### src/rtl/fire_expand_seq.sv
// fire_expand_seq: expand1x1 layer sequencer (ifm reads, MAC enable, ofm drain).
// Optional WAIT timeout with sticky err_o: define FIRE_SEQ_SAMPLE_TIMEOUT_EN.
module fire_expand_seq #(
  parameter int WOUT       = 8,
  parameter int CHIN       = 112,
  parameter int DSP_NO     = 256,
  parameter int SAMPLE_LAT = 4,
  localparam int IFM_AW    = $clog2(WOUT*WOUT*CHIN),
  localparam int OFM_AW    = $clog2(WOUT*WOUT*DSP_NO),
  localparam int SEL_W     = $clog2(DSP_NO)
) (
  input  logic              clk,
  input  logic              rst,
  input  logic              start_i,
  output logic              layer_en_o,
  output logic              ifm_rd_o,
  output logic [IFM_AW-1:0] ifm_addr_o,
  input  logic              sample_i,
  input  logic              wr_ready_i,
  output logic              wr_en_o,
  output logic [SEL_W-1:0]  wr_sel_o,
  output logic [OFM_AW-1:0] wr_addr_o,
`ifdef FIRE_SEQ_SAMPLE_TIMEOUT_EN
  output logic              err_o,
`endif
  output logic              busy_o,
  output logic              done_o
);

  localparam int CH_W  = $clog2(CHIN+1);
  localparam int PIX_W = $clog2(WOUT*WOUT+1);

  typedef enum logic [2:0] {
    S_IDLE, S_RUN, S_WAIT, S_DRAIN, S_DONE
  } state_t;

  state_t state_q, state_d;

  logic [CH_W-1:0]   ch_q;
  logic [PIX_W-1:0]  pix_q;
  logic [SEL_W-1:0]  sel_q;
  logic [IFM_AW-1:0] ifm_q;
  logic [OFM_AW-1:0] wr_q;

  logic go, run_last, wr_acc, sel_last, pix_last, timeout;

  assign go       = (state_q == S_IDLE) && start_i;
  assign run_last = (state_q == S_RUN) && (ch_q == CH_W'(CHIN));
  assign wr_acc   = (state_q == S_DRAIN) && wr_ready_i;
  assign sel_last = (sel_q == SEL_W'(DSP_NO-1));
  assign pix_last = (pix_q == PIX_W'(WOUT*WOUT-1));

`ifdef FIRE_SEQ_SAMPLE_TIMEOUT_EN
  localparam int TO   = SAMPLE_LAT + 8;
  localparam int WT_W = $clog2(TO+1);

  logic [WT_W-1:0] wait_q;
  logic            err_q;

  assign timeout = (state_q == S_WAIT) && !sample_i &&
                   (wait_q == WT_W'(TO-1));
  assign err_o   = err_q;

  // WAIT-cycle counter and sticky error flag
  always_ff @(posedge clk or posedge rst) begin
    if (rst) begin
      wait_q <= '0;
      err_q  <= 1'b0;
    end else begin
      if (state_q == S_WAIT) wait_q <= wait_q + WT_W'(1);
      else                   wait_q <= '0;
      if (go)           err_q <= 1'b0;
      else if (timeout) err_q <= 1'b1;
    end
  end
`else
  assign timeout = 1'b0;
`endif

  // state register
  always_ff @(posedge clk or posedge rst) begin
    if (rst) state_q <= S_IDLE;
    else     state_q <= state_d;
  end

  // next-state logic
  always_comb begin
    state_d = state_q;
    unique case (state_q)
      S_IDLE:  if (go) state_d = S_RUN;
      S_RUN:   if (run_last) state_d = S_WAIT;
      S_WAIT: begin
        if (sample_i)     state_d = S_DRAIN;
        else if (timeout) state_d = S_IDLE;
      end
      S_DRAIN: begin
        if (wr_acc && sel_last)
          state_d = pix_last ? S_DONE : S_RUN;
      end
      S_DONE:  state_d = S_IDLE;
      default: state_d = S_IDLE;
    endcase
  end

  // channel / pixel / select counters and address generators
  always_ff @(posedge clk or posedge rst) begin
    if (rst) begin
      ch_q  <= '0;
      pix_q <= '0;
      sel_q <= '0;
      ifm_q <= '0;
      wr_q  <= '0;
    end else if (go) begin
      ch_q  <= '0;
      pix_q <= '0;
      sel_q <= '0;
      ifm_q <= '0;
      wr_q  <= '0;
    end else if (state_q == S_RUN) begin
      ch_q <= run_last ? '0 : ch_q + CH_W'(1);
      if (ch_q < CH_W'(CHIN-1)) ifm_q <= ifm_q + IFM_AW'(1);
    end else if (wr_acc) begin
      sel_q <= sel_last ? '0 : sel_q + SEL_W'(1);
      if (!(sel_last && pix_last)) wr_q <= wr_q + OFM_AW'(1);
      if (sel_last && !pix_last) begin
        pix_q <= pix_q + PIX_W'(1);
        ifm_q <= ifm_q + IFM_AW'(1);
      end
    end
  end

  assign layer_en_o = (state_q == S_RUN);
  assign ifm_rd_o   = (state_q == S_RUN) && (ch_q != CH_W'(CHIN));
  assign ifm_addr_o = ifm_q;
  assign wr_en_o    = wr_acc;
  assign wr_sel_o   = sel_q;
  assign wr_addr_o  = wr_q;
  assign busy_o     = (state_q == S_RUN) || (state_q == S_WAIT) ||
                      (state_q == S_DRAIN);
  assign done_o     = (state_q == S_DONE);

endmodule

### config.mk
export PLATFORM = sky130hd
export DESIGN_NAME = fire_expand_seq
export DESIGN_NICKNAME = d
export VERILOG_FILES = /design/src/rtl/fire_expand_seq.sv
export SDC_FILE = /design/constraint.sdc
export NUM_CORES = 1
export LEC_CHECK = 0
export ABC_AREA = 1
export CORE_AREA = 2 2 76 78
export DETAILED_ROUTE_END_ITERATION = 6
export DIE_AREA = 0 0 78 80
export PLACE_DENSITY = 0.84
export SYNTH_ARGS = -nofsm -noshare
export SYNTH_HDL_FRONTEND = slang
export SYNTH_SLANG_ARGS = --single-unit
### constraint.sdc
create_clock -name clk -period 3.1 [get_ports clk]
set_clock_uncertainty 0.1 [all_clocks]
set_input_delay 0.62 -clock clk [delete_from_list [all_inputs] [get_ports clk]]
set_output_delay 0.62 -clock clk [all_outputs]
set_load 0.02 [all_outputs]
# Word level (Yosys, flattened, before mapping)
# Cells that the tools add are included.
# W data, S select, Z words.
op_classes:
  add_sub_neg: 5
  order_cmp: 1
  n_eq_ne: 15
  n_mux: 26
  reduce_logical: 21
op_table:
  columns: ["op", "n"]
  rows:
  - ["$mux W13", 5]
  - ["$mux W14", 4]
  - ["$mux W7", 7]
  - ["$mux W8", 4]
  - ["$mux W3", 5]
  - ["$add A14 B1 Y14 const B", 1]
  - ["$add A7 B1 Y7 const B", 2]
  - ["$add A13 B1 Y13 const B", 1]
  - ["$pmux W3 S4", 1]
  - ["$reduce_and A3 Y1", 3]
  - ["$add A8 B1 Y8 const B", 1]
  - ["$eq A8 B8 Y1 const B", 1]
  - ["$eq A7 B6 Y1 const B", 1]
  - ["$eq A7 B7 Y1 const B", 1]
  - ["$logic_and A1 B1 Y1", 7]
  - ["$lt A7 B7 Y1 const B", 1]
  - ["$ne A7 B7 Y1 const B", 1]
  - ["$eq A3 B2 Y1 const B", 2]
  - ["$ne A2 B1 Y1 const B", 3]
  - ["$ne A2 B2 Y1 const B", 3]
  - ["$reduce_bool A2 Y1", 3]
  - ["$reduce_bool A3 Y1", 2]
  - ["$reduce_and A4 Y1", 1]
  - ["$eq A3 B1 Y1 const B", 1]
  - ["6 further kinds", 7]
totals:
  register_bits: 52
  input_bits: 5
  output_inout_bits: 40

# Depth between registers and ports, before layout
logic_depth:
  ltp_word: 7
  depth_mapped: 10
  ltp_nobuf: 9

# Least setup slack after synthesis
# Ideal clock, no wire load.
synth_timing:
  path_type: "register -> output"
  start: "register state_q[1]"
  end: "output ifm_rd_o"
  arrival_time_ns: 1.198
  path_slack_ns: 1.182
  path_stages_with_launch: 6
  path_buffers: 0
  path_cell_list: "dfrtp_1 nor2_1 nand2_1 inv_2 nand2_1 inv_1"
synth_between:
  elab_chain_len: 2
synth_rtl:
  columns: ["element", "line", "text"]
  rows:
  - ["from (decl)", "37", "state_t state_q, state_d;"]
  - ["from (signal assigned)", "83", "else state_q <= state_d;"]
  - ["$eq A3 B1 Y1", null, null]
  - ["net layer_en_o", "15", "output logic layer_en_o,"]
  - ["$logic_and A1 B1 Y1", "133", "assign ifm_rd_o = (state_q == S_RUN) && (ch_q != CH_W'(CHIN));"]
  - ["to (decl)", "16", "output logic ifm_rd_o,"]
# The timed path passes the listed nets, and every way through them passes these cells.

# Worst setup path in the final report
layout_timing:
  start: "register state_q[1]"
  end: "output ifm_rd_o"
layout_between:
  elab_chain_len: 2
layout_rtl:
  columns: ["element", "line"]
  rows:
  - ["$eq A3 B1 Y1", "133"]
  - ["$logic_and A1 B1 Y1", "133"]
# No other way between the ends.

==> run summary <==
DR pass1 iterations -> 4
area growth from synthesis to layout -> 19.0%
clock network power share -> 0.161
DP Wirelength -> 4930 microns
DRT Wirelength -> 6750 microns
RSZ-0062 raised after global routing -> false
final hold vios -> 0
WHS -> 419 ps
CP max FO -> 9
Setup TNS -> 0 ps
CTS Root Buffer Type -> clkbuf_8
cell area after layout -> 3730 sq um
Flop pwr share -> 0.398
worst slew pin tran -> 576 ps
die area -> 6240 sq um
Hold Crit Class -> reg2reg
total power -> 2.36 mW
initial core utilization -> 0.580
Avg Cell Area, Syn -> 7.37 sq um
Hold-fix buffers, CTS -> 0
number of synthesized flops with an enable pin -> 0
Synth Instances -> 425
Period Utilization, post-route -> 0.924
Max VDD drop -> 565 uV
status -> finished clean
Total Routing Usage GR -> 0.235
initial antenna violation count -> 0
final std cells w/o fill -> 546
port bufs -> 44
Comb pwr share -> 0.441
Top Ports -> 45
n_diodes -> 0
DRC viols -> 0
clk_lat worst skew -> 310 ps
CP arrival -> 2140 ps
Vias -> 2845
Max Root-Sink Buffers -> 2
post-synth net total -> 436
maximum clock frequency -> 0.349 GHz
largest net degree at the start of global routing -> 29
CTS tree -> built
P_sw -> 1.03 mW
synthesized area -> 3130 sq um
setup violators final -> 0
P per Cell Area -> 632 nW/um^2
Max Cap Viol -> 0
post-CTS setup buffer count -> 0
DRT iter0 DRCs -> 212
vias per cell -> 5.21
Crit. End Element -> output pin
Data required, critical path -> 2380 ps
Placer Congestion -> 0.827
ys flop type -> dfrtp_1
CTS buffer count -> 5
CP Class -> reg2out
post-layout util -> 0.690
PostCTS Resize Cnt -> 0
Die X -> 78 microns
Internal -> 1.33 mW
global-route wire length before repair -> 11800 microns
leakage -> 1.76 nW
FFs w/ async S/R, synth -> 1.00
std cell rows -> 27
ANT nets after route -> 0
Seq/Total Area, Yosys -> 0.415
post-synth cell types -> 34
min Tclk post-route -> 2860 ps
post-synthesis register bit count -> 52
max_slew headroom -> 0.616
die height -> 80 microns
CP startpoint kind -> register
wire length per cell -> 12.4 microns
Ys Warns -> 0
placed cell count -> 539
Clock transition at path regs -> 100 ps
fin. max-slew vios -> 0
CTS Sinks -> 52
vias in the first global route -> 2669
post-place setup slack -> 311 ps
Cell Area, Placed -> 3650 sq um
layout cells sized above 1 -> 0.0823
worst setup margin -> 237 ps
fill cell count -> 479
CTS H-Tree Depth -> 2
GRT overflow -> 0
core area -> 5410 sq um
Net Sw Frac -> 0.436
final net count -> 485
-- synthesized netlist by cell type, types with 3 or more instances --
cell type  number  area (sq um)
a21oi_1         9          45.0
dfrtp_1        52          1300
ha_1            6          75.1
inv_1          34           128
inv_2          10          37.5
nand2_1       139           522
nand3_1        40           200
nand3_2         3          30.0
nand3b_1        3          22.5
nand4_1         8          50.1
nor2_1         50           188
nor3_1          5          25.0
o21ai_0        12          60.1
o21ai_1        11          55.1
o22ai_1         3          18.8
xnor2_1         4          35.0
xor2_1         12           105
-- final cells by class --
| cell class | instances | area, sq um | share of cell area |
|---|---|---|---|
| Tap cell | 72 | 90.1 | 0.0242 |
| Clock inverter | 2 | 12.5 | 0.00336 |
| Multi-Input combinational cell | 323 | 1620 | 0.435 |
| Clock buffer | 5 | 68.8 | 0.0185 |
| Inverter | 45 | 171 | 0.0460 |
| Sequential cell | 52 | 1300 | 0.349 |
| Timing Repair Buffer | 47 | 463 | 0.124 |
-- power groups by stage --
stage / Sequential [mW] / Clock, mW / Combinational (mW)
after floorplan: 0.999 / 0 / 0.665
after global placement: 0.946 / 0 / 1.00
after detailed placement: 0.950 / 0 / 1.04
after CTS: 0.937 / 0.383 / 1.04
after global routing: 0.964 / 0.412 / 1.16
final: 0.940 / 0.379 / 1.04
-- cells in the final DEF (no fill, tap or decap), types with 2 or more instances in the layout --
cell | Yosys | routed
nand3_1 | 40 | 40
xor2_1 | 12 | 12
ha_1 | 6 | 6
o22ai_1 | 3 | 3
clkdlybuf4s50_1 | 0 | 44
nand2_4 | 2 | 2
nand2_2 | 2 | 2
buf_4 | 1 | 3
inv_1 | 34 | 33
nand4_1 | 8 | 8
a21oi_1 | 9 | 9
nor2_1 | 50 | 50
nor2_4 | 2 | 2
nand3b_1 | 3 | 3
nand2_1 | 139 | 139
inv_2 | 10 | 11
xnor2_1 | 4 | 4
nand3_2 | 3 | 3
nor3_1 | 5 | 5
nor2_8 | 2 | 2
clkbuf_8 | 0 | 5
nor2_2 | 2 | 2
o21ai_0 | 12 | 12
dfrtp_1 | 52 | 52
o21ai_1 | 11 | 11
-- worst max-delay path, cell delays in order (launching register included) --
cell and delay [ps]:
dfrtp_1 460, nor2_1 180, nand2_1 110, inv_2 130, nand2_1 200, inv_1 150
clkdlybuf4s50_1 610
-- sequential cells by signal, summed over array words and instances, names as in the netlist --
register	count
state_q	3
ifm_addr_o	13
wr_sel_o	8
pix_q	7
wr_addr_o	14
ch_q	7
-- layer usage --
metal / wire length (microns) / global-route usage / vias to the layer above
met1: 3020 / 0.296 / 1312
li1: - / - / 1459
met4: 130 / 0.0877 / 0
met5: 0 / 0 / -
met3: 281 / 0.0407 / 11
met2: 3310 / 0.406 / 63
-- final timing paths --
path	from	endpoint	slack, ps	depth (start not counted)
worst max-delay path	state_q[1]	ifm_rd_o	240	6
worst min-delay path	pix_q[6]	pix_q[6]	420	2
worst max register to register	state_q[0]	wr_addr_o[12]	1100	7
worst min register to register	pix_q[6]	pix_q[6]	420	2
max in group asynchronous	rst	wr_addr_o[6]	1700	3
min in group asynchronous	rst	pix_q[3]	580	2
-- logic make-up (layout without fill, tap and decap cells) --
group / Yosys count / in the layout / synth area share
simple gates: 261 / 261 / 0.376
flops: 52 / 52 / 0.415
buf+inv: 50 / 99 / 0.0675
compound gates: 40 / 40 / 0.0727
xor+xnor: 16 / 16 / 0.0447
fa+ha+maj: 6 / 6 / 0.0240
Note: power is estimated with default switching activity, not from simulation.
